`config.mk`:
```
export PLATFORM = sky130hd
export DESIGN_NAME = pipe_ctl
export DESIGN_NICKNAME = d
export VERILOG_FILES = /design/src/rtl/pipe_ctl.sv
export SDC_FILE = /design/constraint.sdc
export NUM_CORES = 1
export LEC_CHECK = 0
export CORE_ASPECT_RATIO = 1.1
export CORE_UTILIZATION = 38
export DETAILED_ROUTE_END_ITERATION = 16
export GPL_ROUTABILITY_DRIVEN = 0
export PLACE_DENSITY = 0.78
export SYNTH_ARGS = -nofsm -noshare
export SYNTH_HDL_FRONTEND = slang
export SYNTH_SLANG_ARGS = --single-unit
```
`constraint.sdc`:
```
create_clock -name CLK -period 1.9 [get_ports CLK]
set_input_delay 0.57 -clock CLK [delete_from_list [all_inputs] [get_ports CLK]]
set_output_delay 0.57 -clock CLK [all_outputs]
set_load 0.01 [all_outputs]
```
`src/rtl/pipe_ctl.sv`:
```
// pipe_ctl -- pipeline sequencing controller for the 4-stage-register 16-bit core.
//
// Converts the PAUSE switch level and the debounced STEP press into per-stage
// advance enables (run / halt / single-step), and optionally stalls the front
// of the pipe for one advance cycle on a load-use hazard.
//
// Optional feature macro: HAZARD_INTERLOCK_EN
//   defined   -> load-use detection active, stall_cnt counts bubble cycles
//   undefined -> hazard forced to 0, stall_cnt tied to 0, hazard inputs ignored
//
// Ports:
//   CLK, RST       clock; asynchronous active-high reset
//   pause          level, 1 = halt requested
//   step_pulse     one-cycle pulse from the debouncer
//   idex_memread   ID/EX holds a load
//   idex_wa        ID/EX load destination register
//   ifid_ra/rb     IF/ID source registers; ifid_uses_rb qualifies rb
//   pc_en          PC and IF/ID update enable
//   idex_en        ID/EX update enable
//   idex_bubble    ID/EX loads NOP control instead of decode
//   exmem_en       EX/MEM update enable
//   memwb_en       MEM/WB update enable
//   state          00 HALT, 01 RUN, 10 STEP
//   cycle_cnt      advance cycles since reset (wraps)
//   stall_cnt      bubble cycles since reset (saturates)
module pipe_ctl #(
  parameter int CNT_W   = 16,
  parameter int STALL_W = 8
) (
  input  logic               CLK,
  input  logic               RST,
  input  logic               pause,
  input  logic               step_pulse,
  input  logic               idex_memread,
  input  logic [3:0]         idex_wa,
  input  logic [3:0]         ifid_ra,
  input  logic [3:0]         ifid_rb,
  input  logic               ifid_uses_rb,
  output logic               pc_en,
  output logic               idex_en,
  output logic               idex_bubble,
  output logic               exmem_en,
  output logic               memwb_en,
  output logic [1:0]         state,
  output logic [CNT_W-1:0]   cycle_cnt,
  output logic [STALL_W-1:0] stall_cnt
);

  localparam logic [1:0] ST_HALT = 2'b00;
  localparam logic [1:0] ST_RUN  = 2'b01;
  localparam logic [1:0] ST_STEP = 2'b10;

  logic [1:0]       state_q, state_d;
  logic [CNT_W-1:0] cycle_cnt_q, cycle_cnt_d;
  logic             adv;
  logic             hazard;

  // Enables decode only the state register, so pause/step_pulse never reach
  // the pipeline registers combinationally.
  assign adv = (state_q == ST_RUN) | (state_q == ST_STEP);

  // A step_pulse arriving while already in STEP is simply not looked at,
  // which is what drops it instead of queueing a second step.
  always_comb begin
    // NOTE: default assignment first so every path drives state_d; a missing
    // branch would otherwise infer a latch.
    state_d = state_q;
    case (state_q)
      ST_HALT: begin
        if (!pause)          state_d = ST_RUN;
        else if (step_pulse) state_d = ST_STEP;
      end
      ST_RUN:  if (pause) state_d = ST_HALT;
      ST_STEP: state_d = pause ? ST_HALT : ST_RUN;
      default: state_d = ST_HALT;
    endcase
  end

  always_comb begin
    cycle_cnt_d = cycle_cnt_q;
    if (adv) cycle_cnt_d = cycle_cnt_q + CNT_W'(1);
  end

  always_ff @(posedge CLK or posedge RST) begin
    if (RST) begin
      state_q     <= ST_HALT;
      cycle_cnt_q <= '0;
    end else begin
      // NOTE: non-blocking assignments in sequential blocks so every flop
      // samples pre-edge values regardless of statement order.
      state_q     <= state_d;
      cycle_cnt_q <= cycle_cnt_d;
    end
  end

`ifdef HAZARD_INTERLOCK_EN
  // r0 is deliberately not special-cased: a load to r0 still interlocks.
  assign hazard = idex_memread &
                  ((idex_wa == ifid_ra) | (ifid_uses_rb & (idex_wa == ifid_rb)));

  logic [STALL_W-1:0] stall_cnt_q, stall_cnt_d;

  always_comb begin
    stall_cnt_d = stall_cnt_q;
    if (adv && hazard && (stall_cnt_q != '1)) stall_cnt_d = stall_cnt_q + STALL_W'(1);
  end

  always_ff @(posedge CLK or posedge RST) begin
    if (RST) stall_cnt_q <= '0;
    else     stall_cnt_q <= stall_cnt_d;
  end

  assign stall_cnt = stall_cnt_q;
`else
  assign hazard    = 1'b0;
  assign stall_cnt = '0;

  // Hazard inputs stay on the port list for drop-in compatibility.
  logic unused_hazard_in;
  assign unused_hazard_in = ^{idex_memread, idex_wa, ifid_ra, ifid_rb, ifid_uses_rb};
`endif

  // On a hazard the load moves on (EX/MEM, MEM/WB advance) while ID/EX takes a
  // NOP and PC/IF-ID hold, so the dependent instruction re-decodes next advance.
  assign pc_en       = adv & ~hazard;
  assign idex_en     = adv;
  assign idex_bubble = adv & hazard;
  assign exmem_en    = adv;
  assign memwb_en    = adv;
  assign state       = state_q;
  assign cycle_cnt   = cycle_cnt_q;

endmodule

```
---- After elaboration in Yosys (flattened, before gate mapping) ----
Index checks and enable logic that the tools add are counted.
word-level totals
  bits in registers ....................... 18
  bits in latches ......................... 0
  RAM bits ................................ 0
  ROM bits ................................ 0
  output and inout port bits .............. 31
  logic and storage cells ................. 15
  memories ................................ 0
cells by class
  add/subtract/negate cells ............... 1
  multiply operators ...................... 0
  divide/modulo/power cells ............... 0
  order comparisons ....................... 0
  eq/ne operators ......................... 4
  shift operators ......................... 0
  multiplexer cells ....................... 5
  bitwise operators ....................... 1
  reduce and logical (&&, ||, !) cells .... 2
operators with widths
  operator               number
  $add 16x1->16 const B  1
  $mux 2                 3
  $pmux 2 s3             1
  $ne 3x3->1 const B     1
  $eq 2x1->1 const B     1
  $eq 2x2->1 const B     1
  $logic_not 2->1        1
  $ne 2x2->1 const B     1
  $reduce_and 2->1       1
  $mux 1                 1
  $or 1x1->1             1

---- Longest topological paths before layout ----
  word-level depth ........................ 3
  mapped depth ............................ 6
  depth with buffers taken out ............ 6

---- Worst setup path after synthesis ----
No wires, ideal clock.
  path type ............................... register -> register
  start ................................... register state_q[0], in the netlist state[0]
  end ..................................... register cycle_cnt_q[11], in the netlist cycle_cnt[11]
  library setup time ...................... 0.125 ns
  data arrival time ....................... 1.610 ns
  required time ........................... 1.775 ns
  path slack .............................. 0.165 ns
  stages on the path, launching flop included .. 7
  path buffers ............................ 0
  period minus slack after synthesis ...... 1.735 ns
  cells stage by stage .................... dfrtp_1 > inv_1 > ha_1 > nand3_2 > nor3_4 > nand3_1 > xnor2_1
between the ends
  longest elaborated chain between the ends .. 2
  elaborated cells on any way between the ends .. 3
  those cells by class .................... eq/ne: 2; bitwise: 1
RTL lines
  item                                             RTL line  RTL
  from (decl)                                      53        logic [1:0] state_q, state_d;
  from (signal assigned)                           91        state_q <= state_d;
  $eq 2x1->1 / $eq 2x2->1 (equally long branches)  60        assign adv = (state_q == ST_RUN) | (state_q == ST_STEP);
  $or 1x1->1 (*)                                   60
  via exmem_en                                     42        output logic exmem_en,
  to (signal assigned)                             92        cycle_cnt_q <= cycle_cnt_d;
  to (decl)                                        54        logic [CNT_W-1:0] cycle_cnt_q, cycle_cnt_d;
The timed path passes the listed nets; every way through them passes the cells marked *.
A chain may end at the register's enable or synchronous reset.

---- Worst setup path in the final report ----
  start ................................... register cycle_cnt_q[5], in the netlist cycle_cnt[5]
  end ..................................... output port cycle_cnt[5]
RTL lines
  item       RTL line  RTL
  to (decl)  45        output logic [CNT_W-1:0] cycle_cnt,
No word-level cell between the ends.

==> key figures <==
Yosys
  • Sequential cell area fraction in the yosys report: 48.2%
  • Cell taking the most area after synthesis: sky130_fd_sc_hd__dfrtp_1
  • Instance count of the mapped netlist: 84
  • Yosys warns: 0
  • Leading cell types by count after synthesis: sky130_fd_sc_hd__dfrtp_1 (18), sky130_fd_sc_hd__buf_4 (12), sky130_fd_sc_hd__xnor2_1 (10)
  • Post-Syn Area: 935 sq um
  • Number of distinct library cells after synthesis: 21
  • Ys flop type: sky130_fd_sc_hd__dfrtp_1
  • EDFF count, synth: 0
  • Flip-flop and latch count after synthesis: 18
  • Average footprint of a synthesized cell: 11.1 sq um
  • Most common cell in the netlist: sky130_fd_sc_hd__dfrtp_1
  • Synth async-reset ratio: 100%
  • Area share of the leading cell type in the synthesized netlist: 48.2%
  • Cells taking the most area after synthesis: sky130_fd_sc_hd__dfrtp_1 (48%), sky130_fd_sc_hd__buf_4 (9.6%), sky130_fd_sc_hd__xnor2_1 (9.4%)

Placement
  • HPWL after detailed placement: 1.26 mm
  • Number of input and output port buffers inserted: 25
  • Worst slack at placement: 17.1 ps
  • Placed cells: 143

Clock tree
  • Clk sink count: 18
  • Level count of the clock H-tree: 1
  • Post_cts resized: 6
  • Root buf cell: sky130_fd_sc_hd__clkbuf_4
  • CTS tree: done
  • Clock transition at the registers of the reported paths: 100 ps
  • Count of hold buffers inserted by post-cts repair: 0
  • Clock latency reported for the late side of the worst-skew pair: 280 ps
  • Clock buffer depth: 2
  • Number of buffers inserted by post-CTS setup repair: 0
  • TritonCTS Buffers: 3

Critical path
  • Ordered cell list for the critical path: clkdlybuf4s50_1
  • Kind of launch point of the worst setup path: register
  • Sum of buffers and inverters on the critical path: 1
  • Critical path start-end classification: reg2out
  • Required time at the worst-slack endpoint: 1330 ps
  • Cell at the slowest stage of the critical path: sky130_fd_sc_hd__clkdlybuf4s50_1
  • Crit-path max cell delay: 560 ps
  • Peak fanout along the critical path: 3
  • Arrival time of data at the critical path endpoint: 1270 ps
  • Largest delay share family, worst path: buffers and inverters
  • Category of the worst setup path capture point: output port

Routing
  • Via total after detailed routing: 658
  • Iteration-0 DRC count of the detailed router: 6
  • Total iterations of the first detailed-routing run: 4
  • DRC viols: 0
  • Number of vias per cell after detailed routing: 4.51
  • Antenna-violating nets left: 0
  • Routed wire length: 1.65 mm
  • Average detailed-routed wire length per instance: 11.3 um

Power
  • Internal power of the cells: 1000 uW
  • Maximum vdd ir drop: 0.960 mV
  • Switch Pwr: 580 uW
  • Leakage power: 0.000617 uW
  • Fraction of power consumed by sequential logic: 36.2%
  • Relative contribution of combinational cells to total power: 52.6%
  • Switching part of the total: 36.6%
  • Power density cells: 1260 nW/um^2
  • Clk network pwr share: 11.2%

Floorplanning
  • FP Rows: 18
  • Horizontal die dimension: 49.3 um
  • Ports: 49
  • Floorplan Core Area: 2270 sq um
  • Area of the die: 2660 sq um
  • Starting utilization of the core area: 41.1%
  • Chip height: 54.0 um

Timing
  • Final hold violation count: 0
  • Final period util: 97.1%
  • Setup TNS: 0 ps
  • Crit path time final: 1840 ps
  • Final count of pins violating max slew: 0
  • Worst-case clock skew: 5.42 ps
  • Setup repair after global routing missed its margin: false
  • Setup violators final: 0
  • Min Hold Slack: 479 ps
  • Max Fclk: 0.542 GHz
  • PnR worst setup slack: 55.5 ps

GRT
  • Initial antenna violation count: 0
  • GR Util All Layers: 13.8%
  • Global-route wire length before repair: 2.75 mm
  • Number of global-route vias before repair: 612
  • Total congestion overflow after global routing: 0
  • Largest net degree at the start of global routing: 19

Final layout
  • Register area: 454 sq um
  • Relative area change from synthesis to final layout: 34.9%
  • Net count of the finished layout: 140
  • Number of non-filler instances in the completed layout: 146
  • Final antenna diode count: 0
  • Area of combinational cells with multiple inputs: 422 sq um
  • Filler cell count in the final layout: 214
  • Post-layout utilization of the core: 55.4%
  • Proportion of layout cells with a drive suffix above 1: 19.0%

Run status
  • Outcome: finished clean

Flow run
  • Number of max-cap violations: 0

Hold path
  • Worst Hold Class: reg2reg
## worst paths after layout
kind	startpoint	to	slack [ps]	depth (start not counted)
min in group asynchronous	RST	cycle_cnt[14]$_DFFE_PP0P_	600	3
max in group asynchronous	RST	cycle_cnt[1]$_DFFE_PP0P_	1100	3
min	cycle_cnt[15]$_DFFE_PP0P_	cycle_cnt[15]$_DFFE_PP0P_	480	1
max	cycle_cnt[5]$_DFFE_PP0P_	cycle_cnt[5]	60	1
max reg2reg	state[1]$_DFFE_PP0P_	cycle_cnt[11]$_DFFE_PP0P_	270	7
min reg2reg	cycle_cnt[15]$_DFFE_PP0P_	cycle_cnt[15]$_DFFE_PP0P_	480	1
## power groups by stage
| stage | Clock (uW) | Combinational, uW | Sequential [uW] |
|---|---|---|---|
| global route | 203 | 920 | 588 |
| global placement | 0 | 832 | 568 |
| finish | 178 | 833 | 574 |
| detailed placement | 0 | 851 | 573 |
| floorplan | 0 | 398 | 629 |
| CTS | 185 | 840 | 569 |
## cell families (layout without fill, tap and decap cells)
kind of cell | count (synthesis) | count (layout) | synth area share (%)
adder cells (fa/ha/maj) | 4 | 4 | 5.35
flip-flops | 18 | 18 | 48.2
XOR/XNOR | 15 | 15 | 14.1
multiplexers | 1 | 1 | 1.20
AO/OA/AOI/OAI | 4 | 4 | 2.54
AND/OR/NAND/NOR | 25 | 25 | 17.0
other | 1 | 9 | 0.401
buffers and inverters | 16 | 40 | 11.2
## state kept, by name, indices dropped and copies added (netlist names)
| signal | cells |
|---|---|
| cycle_cnt | 16 |
| state | 2 |
## area by class of cell
class	instances	area share, %
well taps	30	2.98
flip-flops and latches	18	36.0
multi-input cells	58	33.4
inverters	4	1.19
clock buffers	3	1.79
repair buffers	33	24.6
## layer usage
layer,share of wire [%],up-vias,wire (um),track usage [%]
met5,0,-,0,0
met4,0.79,0,13,4.41
met3,6.0,4,99,2.54
met2,47,27,779,23.5
met1,46,302,756,17.8
li1,-,325,-,-
## stage by stage
stage | area, sq um | total power, uW
2_1_floorplan | 965 | 1030
3_3_place_gp | 1220 | 1400
3_5_place_dp | 1220 | 1420
4_1_cts | 1250 | 1590
5_1_grt | 1260 | 1710
6_report | 1260 | 1580
## layout by cell type (no fill, tap or decap)
cell,instances
sky130_fd_sc_hd__clkdlybuf4s50_1,19
sky130_fd_sc_hd__dfrtp_1,15
sky130_fd_sc_hd__xnor2_1,10
sky130_fd_sc_hd__conb_1,9
sky130_fd_sc_hd__buf_4,8
sky130_fd_sc_hd__nand3_1,6
sky130_fd_sc_hd__nand2_1,5
sky130_fd_sc_hd__xor2_1,5
sky130_fd_sc_hd__nor2_1,4
sky130_fd_sc_hd__dlygate4sd2_1,4
sky130_fd_sc_hd__and3_1,3
sky130_fd_sc_hd__ha_1,3
sky130_fd_sc_hd__clkbuf_4,3
sky130_fd_sc_hd__dfrtp_2,3
sky130_fd_sc_hd__inv_2,2
sky130_fd_sc_hd__a21oi_1,2
sky130_fd_sc_hd__inv_1,2
sky130_fd_sc_hd__nand4_1,2
sky130_fd_sc_hd__dlymetal6s2s_1,2
sky130_fd_sc_hd__nand3_2,1
sky130_fd_sc_hd__nand4_4,1
sky130_fd_sc_hd__nor3_4,1
sky130_fd_sc_hd__nor2b_1,1
sky130_fd_sc_hd__o21ai_0,1
sky130_fd_sc_hd__nor3_2,1
sky130_fd_sc_hd__o32ai_1,1
sky130_fd_sc_hd__mux2_2,1
sky130_fd_sc_hd__ha_4,1
Note: power is estimated with default switching activity, not from simulation.
